[src/rtl/ping_pong_pkg.sv]
// Shared ping-pong types and constants: paddle direction encoding, speed defaults
// and source slot indices.
package ping_pong_pkg;

  typedef enum logic [1:0] {
    DIR_IDLE = 2'd0,
    DIR_UP   = 2'd1,
    DIR_DOWN = 2'd2
  } dir_t;

  localparam int unsigned DEF_SPEED_W   = 3;
  localparam int unsigned DEF_MAX_SPEED = 4;

  localparam int unsigned SRC_BTN = 0;
  localparam int unsigned SRC_KEY = 1;

endpackage

[src/rtl/paddle_ch_state.sv]
// One paddle channel: pending up/down requests, per-frame direction state,
// hold-frame counter, speed and sticky conflict flag.
module paddle_ch_state
  import ping_pong_pkg::*;
#(
  parameter int unsigned SPEED_W      = DEF_SPEED_W,
  parameter int unsigned MAX_SPEED    = DEF_MAX_SPEED,
  parameter int unsigned ACCEL_FRAMES = 8,
  parameter int unsigned HOLD_W       = 6
) (
  input  logic               clk,
  input  logic               rst_n,
  input  logic               frame_start,
  input  logic               up_req,
  input  logic               down_req,
  input  logic               accel_en,
  output logic               cmd_up,
  output logic               cmd_down,
  output logic [SPEED_W-1:0] cmd_speed,
  output logic               conflict
);

  localparam logic [SPEED_W-1:0] STEP_MAX = SPEED_W'(MAX_SPEED - 1);
  localparam bit ACCEL_POW2 = ((ACCEL_FRAMES & (ACCEL_FRAMES - 1)) == 0);

  logic               up_pend_q, up_pend_d;
  logic               down_pend_q, down_pend_d;
  dir_t               dir_q, dir_d;
  logic [HOLD_W-1:0]  hold_q, hold_d;
  logic               cmd_up_q, cmd_up_d;
  logic               cmd_down_q, cmd_down_d;
  logic [SPEED_W-1:0] speed_q, speed_d;
  logic               conflict_q, conflict_d;
  logic               snap_up, snap_down;
  dir_t               new_dir;
  logic               hold_inc, hold_clr;
  logic [SPEED_W-1:0] steps_d;

  always_comb begin
    snap_up     = up_pend_q | up_req;
    snap_down   = down_pend_q | down_req;
    up_pend_d   = snap_up;
    down_pend_d = snap_down;
    dir_d       = dir_q;
    hold_d      = hold_q;
    cmd_up_d    = cmd_up_q;
    cmd_down_d  = cmd_down_q;
    conflict_d  = conflict_q;
    hold_inc    = 1'b0;
    hold_clr    = 1'b0;
    new_dir     = DIR_IDLE;
    if (frame_start) begin
      up_pend_d   = 1'b0;
      down_pend_d = 1'b0;
      if (snap_up && !snap_down)      new_dir = DIR_UP;
      else if (snap_down && !snap_up) new_dir = DIR_DOWN;
      if (snap_up && snap_down) conflict_d = 1'b1;
      if (new_dir != DIR_IDLE && new_dir == dir_q) begin
        if (hold_q != '1) begin
          hold_d   = hold_q + 1'b1;
          hold_inc = 1'b1;
        end
      end else begin
        hold_d   = '0;
        hold_clr = 1'b1;
      end
      dir_d      = new_dir;
      cmd_up_d   = (new_dir == DIR_UP);
      cmd_down_d = (new_dir == DIR_DOWN);
    end
  end

  // steps_d = min(hold_d / ACCEL_FRAMES, MAX_SPEED-1); the sub-counter path
  // tracks the quotient incrementally so no divider is needed.
  generate
    if (ACCEL_POW2) begin : g_shift
      localparam int unsigned SHIFT = $clog2(ACCEL_FRAMES);
      logic [HOLD_W-1:0] quot;
      always_comb begin
        quot    = hold_d >> SHIFT;
        steps_d = (32'(quot) >= MAX_SPEED - 1) ? STEP_MAX : SPEED_W'(quot);
      end
    end else begin : g_subcnt
      logic [HOLD_W-1:0]  sub_q, sub_d;
      logic [SPEED_W-1:0] step_q;
      always_comb begin
        sub_d   = sub_q;
        steps_d = step_q;
        if (hold_clr) begin
          sub_d   = '0;
          steps_d = '0;
        end else if (hold_inc) begin
          if (32'(sub_q) == ACCEL_FRAMES - 1) begin
            sub_d = '0;
            if (step_q != STEP_MAX) steps_d = step_q + 1'b1;
          end else begin
            sub_d = sub_q + 1'b1;
          end
        end
      end
      always_ff @(posedge clk) begin
        if (!rst_n) begin
          sub_q  <= '0;
          step_q <= '0;
        end else begin
          sub_q  <= sub_d;
          step_q <= steps_d;
        end
      end
    end
  endgenerate

  always_comb begin
    speed_d = speed_q;
    if (frame_start) begin
      if (dir_d == DIR_IDLE) speed_d = '0;
      else if (!accel_en)    speed_d = SPEED_W'(1);
      else                   speed_d = steps_d + SPEED_W'(1);
    end
  end

  always_ff @(posedge clk) begin
    if (!rst_n) begin
      up_pend_q   <= 1'b0;
      down_pend_q <= 1'b0;
      dir_q       <= DIR_IDLE;
      hold_q      <= '0;
      cmd_up_q    <= 1'b0;
      cmd_down_q  <= 1'b0;
      speed_q     <= '0;
      conflict_q  <= 1'b0;
    end else begin
      up_pend_q   <= up_pend_d;
      down_pend_q <= down_pend_d;
      dir_q       <= dir_d;
      hold_q      <= hold_d;
      cmd_up_q    <= cmd_up_d;
      cmd_down_q  <= cmd_down_d;
      speed_q     <= speed_d;
      conflict_q  <= conflict_d;
    end
  end

  assign cmd_up    = cmd_up_q;
  assign cmd_down  = cmd_down_q;
  assign cmd_speed = speed_q;
  assign conflict  = conflict_q;

endmodule

[src/rtl/paddle_cmd_latch.sv]
// Per-frame paddle command latch: merges masked request sources per channel and
// snapshots them on frame_start into registered commands.
module paddle_cmd_latch
  import ping_pong_pkg::*;
#(
  parameter int unsigned NUM_CH       = 2,
  parameter int unsigned NUM_SRC      = 2,
  parameter int unsigned SPEED_W      = DEF_SPEED_W,
  parameter int unsigned MAX_SPEED    = DEF_MAX_SPEED,
  parameter int unsigned ACCEL_FRAMES = 8,
  parameter int unsigned HOLD_W       = 6
) (
  input  logic                      clk,
  input  logic                      rst_n,
  input  logic                      frame_start,
  input  logic [NUM_CH*NUM_SRC-1:0] src_up,
  input  logic [NUM_CH*NUM_SRC-1:0] src_down,
  input  logic [NUM_SRC-1:0]        src_mask,
  input  logic                      accel_en,
  output logic [NUM_CH-1:0]         cmd_up,
  output logic [NUM_CH-1:0]         cmd_down,
  output logic [NUM_CH*SPEED_W-1:0] cmd_speed,
  output logic                      cmd_valid,
  output logic [NUM_CH-1:0]         conflict
);

  logic [NUM_CH-1:0] up_req, down_req;
  logic              cmd_valid_q, cmd_valid_d;

  generate
    for (genvar c = 0; c < NUM_CH; c++) begin : g_ch
      assign up_req[c]   = |(src_up[c*NUM_SRC +: NUM_SRC] & src_mask);
      assign down_req[c] = |(src_down[c*NUM_SRC +: NUM_SRC] & src_mask);

      paddle_ch_state #(
        .SPEED_W      (SPEED_W),
        .MAX_SPEED    (MAX_SPEED),
        .ACCEL_FRAMES (ACCEL_FRAMES),
        .HOLD_W       (HOLD_W)
      ) u_ch (
        .clk         (clk),
        .rst_n       (rst_n),
        .frame_start (frame_start),
        .up_req      (up_req[c]),
        .down_req    (down_req[c]),
        .accel_en    (accel_en),
        .cmd_up      (cmd_up[c]),
        .cmd_down    (cmd_down[c]),
        .cmd_speed   (cmd_speed[c*SPEED_W +: SPEED_W]),
        .conflict    (conflict[c])
      );
    end
  endgenerate

  always_comb cmd_valid_d = frame_start;

  always_ff @(posedge clk) begin
    if (!rst_n) cmd_valid_q <= 1'b0;
    else        cmd_valid_q <= cmd_valid_d;
  end

  assign cmd_valid = cmd_valid_q;

endmodule

[config.mk]
export PLATFORM = sky130hd
export DESIGN_NAME = paddle_cmd_latch
export DESIGN_NICKNAME = d
export VERILOG_FILES = /design/src/rtl/ping_pong_pkg.sv /design/src/rtl/paddle_ch_state.sv /design/src/rtl/paddle_cmd_latch.sv
export SDC_FILE = /design/constraint.sdc
export NUM_CORES = 1
export LEC_CHECK = 0
export BUFFER_PORTS_ARGS = -buffer_cell sky130_fd_sc_hd__buf_4
export CAP_MARGIN = 20
export CORE_MARGIN = 2
export CORE_UTILIZATION = 50
export CTS_CLUSTER_SIZE = 10
export DETAILED_ROUTE_END_ITERATION = 16
export HOLD_SLACK_MARGIN = 0.02
export PLACE_DENSITY = 0.79
export SYNTH_ARGS = -nofsm -noshare
export SYNTH_HDL_FRONTEND = slang
export SYNTH_SLANG_ARGS = --single-unit
[constraint.sdc]
create_clock -name clk -period 2.4 [get_ports clk]
set_input_delay 0.36 -clock clk [delete_from_list [all_inputs] [get_ports clk]]
set_output_delay 0.36 -clock clk [all_outputs]
set_load 0.05 [all_outputs]
==> results.yml <==
drt:
  wire_per_inst_um: 15.1
  drc: 0
  antenna_left: 0
  routed_wl_mm: 3.92
  wl_met3_um: 229
  wl_met2_mm: 2.04
  via_count: 1454
  m1WireLength_mm: 1.60
  viasPerCell: 5.59
  top_layer_used: "met4"
  drt_iter0_drc: 44
  drtPass1Iterations: 4
pwr:
  p_leak_nw: 0.901
  total_power_mw: 1.20
  power-per-cell-area_mw_per_mm2: 556
  vdd_drop_max_mv: 0.392
layout:
  area_delta_synth_final_pct: 33.0
  instances_no_fill: 260
  nFillCells: 232
  layout.nets: 240
  drive_above_1_share_pct: 35.6
  antenna_cells: 0
status:
  status: "complete, no violations"
global_routing:
  grt_pass1_wl_mm: 5.86
  grt_max_degree: 26
  grt_usage_pct: 21.5
  grt_antenna_before_repair: 0
  grt_overflow: 0
  grt_pass1_vias: 1384
timing:
  drv_slew: 0
  fin_crit_sh_pct: 97.5
  fmax_mhz: 427
  finalSetupViolCount: 0
  setup-tns-final_ps: 0
  holdWs_ps: 281
  tightestPinTransition_ps: 474
  layout_setup_ws_ps: 60.0
  min_period_ps: 2340
  slew_headroom_pct: 68.0
  fin_skew_ps: 5.57
  finalHoldViolCount: 0
job:
  drv_cap: 0
placed_design:
  post-dp-hpwl_mm: 2.57
  post-place-ws_ps: -344
  dp_cells: 250
  place_congestion: 0.803
  numPortBuffers: 26
yosys:
  yosysTopAreaCell: "dfxtp_1"
  synth_area_sq_mm: 0.00163
  synth-main-ff-cell: "dfxtp_1"
  synth_edf_count: 0
  syn_avg_cell_area_sq_um: 9.10
  synth_common_cells: "dfxtp_1, nand2_1, a21oi_1, ha_1"
  yosysMostFrequentCell: "dfxtp_1"
  syn-num-nets: 203
  synthArstFlopShare_pct: 0
  synth.area.top_cells: "dfxtp_1, ha_1, a21boi_0"
  seq_area_frac_synth_pct: 40.6
  synth-seq-cells: 33
  syn_inst: 179
  synth_top_area_share_pct: 40.6
  synthDistinctLibCells: 37
  yosysWarnings: 0
worst_setup_path:
  required_ps: 2630
  slowest_delay_ps: 320
  critPathLaunchType: "flop"
  cp_slowest_cell: "dfxtp_1"
  cp-end-kind: "flop"
  critPathArrivalTime_ps: 2570
  critPathMaxFanout: 3
  path_class: "reg -> reg"
  crit_path_cell_trace: "a221oi_2 > inv_2 > ha_2 > xor2_4 > o31ai_4 > o311a_1 > or2_1 > ha_1 > a32o_1"
floorplanning:
  die_w_um: 61.1
  die_h_um: 61.1
  dieArea_sq_mm: 0.00373
  io_pins: 27
  start_util_pct: 52.9
  rows: 20
  core-area_sq_mm: 0.00308
clock_tree:
  ctsRootBufferMaster: "clkbuf_4"
  cts.path.max_buffers: 2
  clk_pin_slew_worst_paths_ps: 100
  h-tree-depth: 2
  cts_tree: "yes"
  cts-buffers-inserted: 5
  clk-insertion-delay-late_ps: 340
  cts_sinks: 33
hold_path:
  hold_path.class: "in -> reg"
placed cells by master (no fill, tap or decap), drive strengths merged:
| cell | n |
|---|---|
| nor3 | 3 |
| inv | 7 |
| dfxtp | 33 |
| o311a | 1 |
| buf | 41 |
| a21boi | 8 |
| xor2 | 2 |
| a31o | 3 |
| a221o | 1 |
| a22o | 1 |
| o31ai | 1 |
| and3 | 5 |
| o41ai | 1 |
| a21o | 2 |
| clkbuf | 7 |
| nand3 | 7 |
| nor2 | 8 |
| a221oi | 4 |
| ha | 10 |
| nor2b | 9 |
| o21ai | 3 |
| a21oi | 10 |
| xnor2 | 2 |
| a31oi | 2 |
| nand2b | 9 |
| mux2i | 2 |
| a22oi | 2 |
| nand3b | 3 |
| and2 | 4 |
| nand2 | 13 |
| nand4 | 1 |
| a32o | 4 |
| or2 | 4 |
| and4 | 3 |
final timing paths:
check	endpoint	start	slack [ps]	depth (start not counted)
max reg2reg	g_ch[1].u_ch.cmd_speed[1]	g_ch[1].u_ch.up_pend_q	60	9
min reg2reg	g_ch[1].u_ch.cmd_speed[2]	g_ch[1].u_ch.cmd_speed[2]	490	1
min	g_ch[0].u_ch.hold_q[3]	frame_start	280	2
max	g_ch[1].u_ch.cmd_speed[1]	g_ch[1].u_ch.up_pend_q	60	9
layout make-up:
class	count	area, sq um	share of cell area [%]
multi-input cells	128	1060	49.0
flip-flops and latches	33	661	30.5
repair buffers	41	308	14.2
well taps	44	55.1	2.54
inverters	7	26.3	1.21
clock buffers	7	55.1	2.54
cells by family (layout without fill, tap and decap cells):
group / count (synthesis) / count (layout) / share of synthesized area [%]
mux: 2 / 2 / 1.23
simple gates: 69 / 69 / 23.2
buf+inv: 18 / 55 / 5.61
flops: 33 / 33 / 40.6
compound gates: 43 / 43 / 19.6
xor+xnor: 4 / 4 / 2.15
fa+ha+maj: 10 / 10 / 7.68
state kept, by name, summed over array words and instances, names as in the netlist:
register,count
g_ch.u_ch.cmd_up,2
g_ch.u_ch.cmd_down,2
g_ch.u_ch.dir_q,4
g_ch.u_ch.hold_q,12
g_ch.u_ch.conflict,2
g_ch.u_ch.cmd_speed,6
g_ch.u_ch.down_pend_q,2
cmd_valid,1
g_ch.u_ch.up_pend_q,2
critical path, delay by kind of cell (launching register included):
| kind | cells | cell delay (ps) |
|---|---|---|
| AOI/OAI and AO/OA | 4 | 1040 |
| and+or+nand+nor | 1 | 130 |
| buffers and inverters | 1 | 100 |
| xor gates and xnor gates | 1 | 180 |
| adders and majority gates | 2 | 470 |
| DFF | 1 | 320 |
report_power, final:
group	leakage, nW	switching [mW]	internal (mW)
Combinational	0.601	0.162	0.136
Clock	0.0314	0.185	0.138
Sequential	0.268	0.0150	0.568
repair_timing:
item                       CTS  global route
gates resized for setup      6            24
setup endpoints to repair    2             5
pin swaps                    2             6
hold buffers                 0             0
setup buffers                1             2
per-layer routing:
layer,track usage [%],up-vias
met2,36.8,54
met4,9.01,0
li1,-,706
met1,25.2,687
met3,6.30,7
met5,0,-
metrics by stage:
step / utilization (%) / area (sq um)
after detailed placement: 62.5 / 1920
after global routing: 70.4 / 2170
final: 70.4 / 2170
after global placement: 62.5 / 1920
after floorplan: - / 1650
after CTS: 65.4 / 2010
(Power assumes the default switching activity.)
